==> config.mk <==
export PLATFORM = sky130hd
export DESIGN_NAME = mod13_display_driver_flat
export DESIGN_NICKNAME = d
export VERILOG_FILES = /design/src/rtl/mod13_display_driver_pkg.sv /design/src/rtl/mod13_display_driver_if.sv /design/src/rtl/mod13_display_driver_seg7_decoder.sv /design/src/rtl/mod13_display_driver.sv /design/src/flat_wrapper.sv
export SDC_FILE = /design/constraint.sdc
export NUM_CORES = 1
export LEC_CHECK = 0
export BUFFER_PORTS_ARGS = -buffer_cell sky130_fd_sc_hd__buf_4
export CAP_MARGIN = 10
export CORE_ASPECT_RATIO = 1.1
export CORE_MARGIN = 2
export CORE_UTILIZATION = 44
export DETAILED_ROUTE_END_ITERATION = 10
export PLACE_DENSITY = 0.71
export SLEW_MARGIN = 20
export SYNTH_ARGS = -nofsm -noshare
export SYNTH_HDL_FRONTEND = slang
export SYNTH_SLANG_ARGS = --single-unit
==> constraint.sdc <==
create_clock -name clock -period 3 [get_ports clock]
set_input_delay 0 -clock clock [delete_from_list [all_inputs] [get_ports clock]]
set_output_delay 0 -clock clock [all_outputs]
set_load 0.03 [all_outputs]
==> src/rtl/mod13_display_driver_pkg.sv <==
// Shared constants for the mod-13 display driver slice.
//   MOD13_MAX          highest legal counter value (12)
//   SEG_BLANK/SEG_DASH active-high patterns for an unlit digit and a lone "g"
//   SEG_TABLE          active-high {a,b,c,d,e,f,g} patterns for digits 0..9
//   DIG_ONES/DIG_TENS  digit-select encoding (also the an[] bit index)
package mod13_display_driver_pkg;

    localparam logic [3:0] MOD13_MAX = 4'd12;

    localparam logic [6:0] SEG_BLANK = 7'h00;
    localparam logic [6:0] SEG_DASH  = 7'h01;

    localparam logic [6:0] SEG_TABLE [0:9] = '{
        7'h7E, 7'h30, 7'h6D, 7'h79, 7'h33,
        7'h5B, 7'h5F, 7'h70, 7'h7F, 7'h7B
    };

    localparam logic DIG_ONES = 1'b0;
    localparam logic DIG_TENS = 1'b1;

    // Digit lookup; anything outside 0..9 renders blank rather than garbage.
    function automatic logic [6:0] digit_to_seg(input logic [3:0] d);
        if (d <= 4'd9) begin
            return SEG_TABLE[d];
        end
        return SEG_BLANK;
    endfunction

endpackage

==> src/rtl/mod13_display_driver_if.sv <==
// Signal bundle between the mod-13 counter side and the display driver.
//   count      counter value, nominal 0..12 (sampled every clock)
//   freeze     1 = keep the currently displayed value
//   seg        segments {a,b,c,d,e,f,g}, seg[6]=a
//   an         one-hot digit enables, an[0]=ones, an[1]=tens
//   wrap_pulse one-cycle pulse after the raw count stepped 12 -> 0
//   invalid    1 while the displayed value is 13..15
// There is no valid/ready handshake: count and freeze are level inputs
// sampled on every rising clock edge, and all outputs are registered levels
// (wrap_pulse is a single-cycle level).
interface mod13_display_driver_if;
    logic [3:0] count;
    logic       freeze;
    logic [6:0] seg;
    logic [1:0] an;
    logic       wrap_pulse;
    logic       invalid;

    // Counter / environment side.
    modport master (
        output count,
        output freeze,
        input  seg,
        input  an,
        input  wrap_pulse,
        input  invalid
    );

    // Display driver side.
    modport slave (
        input  count,
        input  freeze,
        output seg,
        output an,
        output wrap_pulse,
        output invalid
    );
endinterface

==> src/rtl/mod13_display_driver_seg7_decoder.sv <==
// Combinational 7-segment decoder.
//   digit_i  4-bit digit value (0..9)
//   blank_i  1 = digit unlit
//   dash_i   1 = show a dash (g only); wins over blank_i
//   seg_o    active-high pattern {a,b,c,d,e,f,g}
module mod13_display_driver_seg7_decoder
    import mod13_display_driver_pkg::*;
(
    input  logic [3:0] digit_i,
    input  logic       blank_i,
    input  logic       dash_i,
    output logic [6:0] seg_o
);

    always_comb begin
        seg_o = digit_to_seg(digit_i);
        if (dash_i) begin
            seg_o = SEG_DASH;
        end else if (blank_i) begin
            seg_o = SEG_BLANK;
        end
    end

endmodule

==> src/rtl/mod13_display_driver.sv <==
// Mod-13 counter display driver: splits the counter value into two decimal
// digits, time-multiplexes them onto a 2-digit 7-segment display, flags the
// 12 -> 0 wrap and flags illegal codes 13..15.
//   clock  system clock, rising edge
//   reset  asynchronous active-low reset
//   bus    slave side of mod13_display_driver_if (count/freeze in,
//          seg/an/wrap_pulse/invalid out)
// Parameters: REFRESH_DIV cycles per digit (>=2); SEG_ACTIVE_LOW output polarity.
module mod13_display_driver
    import mod13_display_driver_pkg::*;
#(
    parameter int REFRESH_DIV    = 50000,
    parameter bit SEG_ACTIVE_LOW = 1'b1
) (
    input  logic                        clock,
    input  logic                        reset,
    mod13_display_driver_if.slave       bus
);

    localparam int CW = (REFRESH_DIV > 2) ? $clog2(REFRESH_DIV) : 1;
    localparam logic [CW-1:0] REFRESH_LAST = CW'(REFRESH_DIV - 1);

    localparam logic [6:0] SEG_RESET = SEG_ACTIVE_LOW ? ~SEG_TABLE[0] : SEG_TABLE[0];
    localparam logic [1:0] AN_RESET  = SEG_ACTIVE_LOW ? 2'b10 : 2'b01;

    logic [3:0]    disp_q,  disp_d;
    logic [3:0]    prev_q;
    logic [CW-1:0] refresh_q, refresh_d;
    logic          sel_q,   sel_d;
    logic [6:0]    seg_q,   seg_d;
    logic [1:0]    an_q,    an_d;
    logic          wrap_q,  wrap_d;
    logic          inv_q,   inv_d;

    logic [3:0]    digit;
    logic          blank;
    logic          dash;
    logic [6:0]    pattern;

    // Next-state for the display, refresh and wrap logic.
    always_comb begin
        disp_d    = bus.freeze ? disp_q : bus.count;
        wrap_d    = (prev_q == MOD13_MAX) && (bus.count == 4'd0);
        refresh_d = refresh_q + CW'(1);
        sel_d     = sel_q;
        if (refresh_q == REFRESH_LAST) begin
            refresh_d = '0;
            sel_d     = ~sel_q;
        end
    end

    // Digit split of the current display value for the currently selected digit.
    always_comb begin
        dash  = (disp_q > MOD13_MAX);
        digit = (disp_q >= 4'd10) ? (disp_q - 4'd10) : disp_q;
        blank = 1'b0;
        if (sel_q == DIG_TENS) begin
            digit = 4'd1;
            blank = (disp_q < 4'd10);
        end
    end

    mod13_display_driver_seg7_decoder u_seg7_decoder (
        .digit_i (digit),
        .blank_i (blank),
        .dash_i  (dash),
        .seg_o   (pattern)
    );

    // seg and an are registered from the same sel_q, so a digit switch and
    // the pattern for the new digit always land on the same edge.
    always_comb begin
        seg_d = SEG_ACTIVE_LOW ? ~pattern : pattern;
        an_d  = (sel_q == DIG_TENS) ? 2'b10 : 2'b01;
        if (SEG_ACTIVE_LOW) begin
            an_d = ~an_d;
        end
        inv_d = dash;
    end

    always_ff @(posedge clock or negedge reset) begin
        if (!reset) begin
            disp_q    <= 4'd0;
            prev_q    <= 4'd0;
            refresh_q <= '0;
            sel_q     <= DIG_ONES;
            seg_q     <= SEG_RESET;
            an_q      <= AN_RESET;
            wrap_q    <= 1'b0;
            inv_q     <= 1'b0;
        end else begin
            disp_q    <= disp_d;
            prev_q    <= bus.count;
            refresh_q <= refresh_d;
            sel_q     <= sel_d;
            seg_q     <= seg_d;
            an_q      <= an_d;
            wrap_q    <= wrap_d;
            inv_q     <= inv_d;
        end
    end

    assign bus.seg        = seg_q;
    assign bus.an         = an_q;
    assign bus.wrap_pulse = wrap_q;
    assign bus.invalid    = inv_q;

endmodule

==> src/flat_wrapper.sv <==
// flat-port wrapper written by rule: the top's interface ports become plain ports
module mod13_display_driver_flat import mod13_display_driver_pkg::*;
#(
    parameter int REFRESH_DIV    = 50000,
    parameter bit SEG_ACTIVE_LOW = 1'b1
)
  (clock, reset, bus_count, bus_freeze, bus_seg, bus_an, bus_wrap_pulse, bus_invalid);
  mod13_display_driver_if bus_i ();
  input  logic clock;
  input  logic reset;
  input wire logic [$bits(bus_i.count)-1:0] bus_count;
  input wire logic [$bits(bus_i.freeze)-1:0] bus_freeze;
  output wire logic [$bits(bus_i.seg)-1:0] bus_seg;
  output wire logic [$bits(bus_i.an)-1:0] bus_an;
  output wire logic [$bits(bus_i.wrap_pulse)-1:0] bus_wrap_pulse;
  output wire logic [$bits(bus_i.invalid)-1:0] bus_invalid;
  assign bus_i.count = bus_count;
  assign bus_i.freeze = bus_freeze;
  assign bus_seg = bus_i.seg;
  assign bus_an = bus_i.an;
  assign bus_wrap_pulse = bus_i.wrap_pulse;
  assign bus_invalid = bus_i.invalid;
  mod13_display_driver #(.REFRESH_DIV(REFRESH_DIV), .SEG_ACTIVE_LOW(SEG_ACTIVE_LOW)) u_core (.clock(clock), .reset(reset), .bus(bus_i));
endmodule
==> results.sh <==
export IMPL_path_class="reg -> reg"
export IMPL_drv_slew=0
export IMPL_pwr_share_comb_pct=23.3
export IMPL_crit_buf_inv=3
export IMPL_avgSynthCellArea_sq_um=11.34
export IMPL_routabilityCongestion=0.8559
export IMPL_initial_core_util_pct=46.20
export IMPL_maxCapViolCount=0
export IMPL_drt_initial_drc_count=64
export IMPL_nets=195
export IMPL_clkPwrFrac_pct=31.1
export IMPL_diodes=0
export IMPL_detail_route_antenna_nets=0
export IMPL_die_h_microns=69.22
export IMPL_clock_latency_ns=0.29
export IMPL_hold_class="in -> async"
export IMPL_drive_gt1_share_pct=21.67
export IMPL_io_buffers=17
export IMPL_cts_made_buffers=5
export IMPL_dieArea_sq_um=4381
export IMPL_final_cell_count_no_fill=230
export IMPL_worstPathCellList="inv_1 > ha_1 > nand2b_2 > and2_1 > nor3_1 > buf_4 > inv_1 > ha_1 > or2_1 > a2111oi_4 > nor3b_2 > o21ai_1"
export IMPL_postLayoutCellArea_sq_um=2051
export IMPL_hpwl_mm=2.172
export IMPL_grt_max_degree=37
export IMPL_outcome="complete, no violations"
export IMPL_rows=23
export IMPL_grt_pass1_vias=1218
export IMPL_drcViolationCount=0
export IMPL_pre_cts_ws_ns=0.5020
export IMPL_areaGrowthSynthToFinish_pct=20.51
export IMPL_cts_setup_buffers=0
export IMPL_p_int_mw=0.8469
export IMPL_cts_root_buffer="clkbuf_8"
export IMPL_via_count=1159
export IMPL_hold_violations=0
export IMPL_pin_count=18
export IMPL_yosys_warnings=0
export IMPL_cts_tree="done"
export IMPL_grt_pass1_wl_mm=5.444
export IMPL_end_kind="flop"
export IMPL_leakagePower_nw=0.9461
export IMPL_fin_crit_sh_pct=83.91
export IMPL_postSynthRegisterBits=36
export IMPL_fin_total_pwr_mw=1.191
export IMPL_rsz0062_at_grt="no"
export IMPL_synth_seq_area_share_pct=53.09
export IMPL_p_sw_mw=0.3440
export IMPL_post_route_min_period_ns=2.517
export IMPL_synthDistinctLibCells=36
export IMPL_layout_common_cells="34 x dfrtp_1, 18 x buf_4, 16 x nor2_1, 10 x nand2_1"
export IMPL_yosysTopAreaCell="dfrtp_1"
export IMPL_core_sq_um=3684
export IMPL_cp_slowest_stage_delay_ns=0.41
export IMPL_wl_per_cell_microns=13.45
export IMPL_cts_clk_slew_worst_paths_ns=0.07
export IMPL_dr_pass1_iters=4
export IMPL_cp_start_kind="flop"
export IMPL_grt_total_usage_pct=16.03
export IMPL_finalClockSkew_ns=0.006912
export IMPL_gr_total_overflow=0
export IMPL_tns_ns=0
export IMPL_synthTopCellsByArea="dfrtp_1 50%, ha_1 6.6%, xnor2_1 4.6%"
export IMPL_layout_commonest_cell="dfrtp_1"
export IMPL_cellPowerDensity_nw_per_um2=580.7
export IMPL_die_x_microns=63.30
export IMPL_path_max_fanout=6
export IMPL_fmax_ghz=0.3973
export IMPL_synth_fp_nets=166
export IMPL_setup_violations=0
export IMPL_dp_cells=216
export IMPL_yosys_area_top_type_share_pct=50.00
export IMPL_switching_share_pct=28.89
export IMPL_cp_slowest_cell="dfrtp_1"
export IMPL_seq_power_share_pct=45.6
export IMPL_tightest_slew_ns=0.4938
export IMPL_cp_required_ns=3.21
export IMPL_critPathTopFamily="simple AND/OR/NAND/NOR gates"
export IMPL_antenna_found_initial=0
export IMPL_clock_path_buffers=2
export IMPL_slew_limit_headroom_pct=67.08
export IMPL_postPlaceCellArea_sq_um=1891
export IMPL_htree_levels=2
export IMPL_syn_inst=150
export IMPL_vdd_drop_max_uv=185.5
export IMPL_wl_mm=3.094
export IMPL_ctsResizeCount=0
export IMPL_synth_area_sq_um=1702
export IMPL_crit_arrival_ns=2.73
export IMPL_cts_sinks=36
export IMPL_setup_ws_ns=0.4828
export IMPL_via_per_inst=5.039
==> synth_stat cells <==
library cell / n
and2_1: 4
dfstp_2: 2
nor2_1: 16
a22o_1: 1
ha_1: 9
a21oi_1: 5
nor2_2: 1
mux2_2: 4
o22ai_1: 1
xnor2_1: 9
or2_1: 1
a211o_1: 1
nor3b_2: 1
and3_1: 6
a31oi_1: 1
buf_2: 1
clkbuf_1: 1
nand3_1: 3
nand2_1: 10
inv_1: 7
nand2b_2: 1
a211o_4: 1
or4_1: 1
xor2_1: 7
o21ai_1: 3
and4_1: 1
dfrtp_1: 34
nor3_2: 1
nor2b_1: 2
nor4_1: 3
nand3b_1: 1
a2111oi_4: 2
o21ai_0: 5
nand4_1: 2
or2_2: 1
nor3_1: 1
==> path summary, 6_finish.rpt <==
path	startpoint	end	slack, ns	cells past startpoint
min in group clock	bus_count[3]	u_core.prev_q[3]$_DFF_PN0_	0.39	2
min	reset	u_core.refresh_q[3]$_DFF_PN0_	0.20	2
min reg2reg	u_core.prev_q[1]$_DFF_PN0_	u_core.bus.wrap_pulse$_DFF_PN0_	0.40	1
max reg2reg	u_core.disp_q[2]$_DFFE_PN0N_	u_core.bus.seg[2]$_DFF_PN0_	0.48	12
max	u_core.disp_q[2]$_DFFE_PN0N_	u_core.bus.seg[2]$_DFF_PN0_	0.48	12
max in group asynchronous	reset	u_core.bus.seg[0]$_DFF_PN1_	2.46	2
==> layout make-up <==
class                      instances  area [sq um]
sequential                        36         903.4
tap                               50         62.56
inverter                           7         26.28
timing repair buffer              24         195.2
clock buffer                       8         100.1
fill                             336          1633
multi-input combinational        105         763.2
==> sequential cells by signal, summed over array words and instances (netlist names) <==
signal and count:
u_core.bus.an 2, u_core.bus.invalid 1, u_core.bus.seg 7, u_core.bus.wrap_pulse 1, u_core.disp_q 4, u_core.prev_q 4
u_core.refresh_q 16, u_core.sel_q 1
==> power groups by stage <==
| stage | registers, mW | clock network [mW] | logic (mW) |
|---|---|---|---|
| floorplan | 0.612 | 0 | 0.115 |
| detailed placement | 0.553 | 0 | 0.271 |
| global placement | 0.552 | 0 | 0.265 |
| finish | 0.543 | 0.371 | 0.277 |
| global route | 0.547 | 0.404 | 0.300 |
| CTS | 0.544 | 0.380 | 0.278 |
==> worst reg2reg max path, stage by stage (launching register included) <==
cell and delay [ns]:
dfrtp_1 0.41, inv_1 0.12, ha_1 0.17, nand2b_2 0.10, and2_1 0.17, nor3_1 0.17, buf_4 0.16, inv_1 0.08
ha_1 0.20, or2_1 0.28, a2111oi_4 0.37, nor3b_2 0.12, o21ai_1 0.10
==> layer usage <==
metal / vias to the layer above / GRT usage (%) / share of wire [%]
met5: - / 0 / 0
met4: 0 / 9.179 / 2.8
met3: 9 / 3.571 / 2.2
met2: 18 / 29.08 / 53
met1: 566 / 16.83 / 42
li1: 566 / - / -
==> metrics by stage <==
| stage | hold WS, ns | utilization [%] |
|---|---|---|
| after global placement | -0.03545 | 51.32 |
| after floorplan | -0.2956 | - |
| final | 0.1955 | 55.67 |
| after CTS | 0.2055 | 55.67 |
| after global routing | 0.2246 | 55.67 |
| after detailed placement | -0.02184 | 51.32 |
==> timing repair <==
action | CTS | global route
endpoints found under the setup margin | 0 | 0
hold endpoints to repair | 45 | 0
hold buffers | 6 | 0
==> cells by family (layout without fill, tap and decap cells) <==
group,count (synthesis),after routing,synth area share [%]
simple gates,56,56,17.50
flops,36,36,53.09
compound gates,20,20,9.853
xor+xnor,16,16,8.236
fa+ha+maj,9,9,6.618
buf+inv,9,39,2.059
mux,4,4,2.647
(Power assumes the default switching activity.)
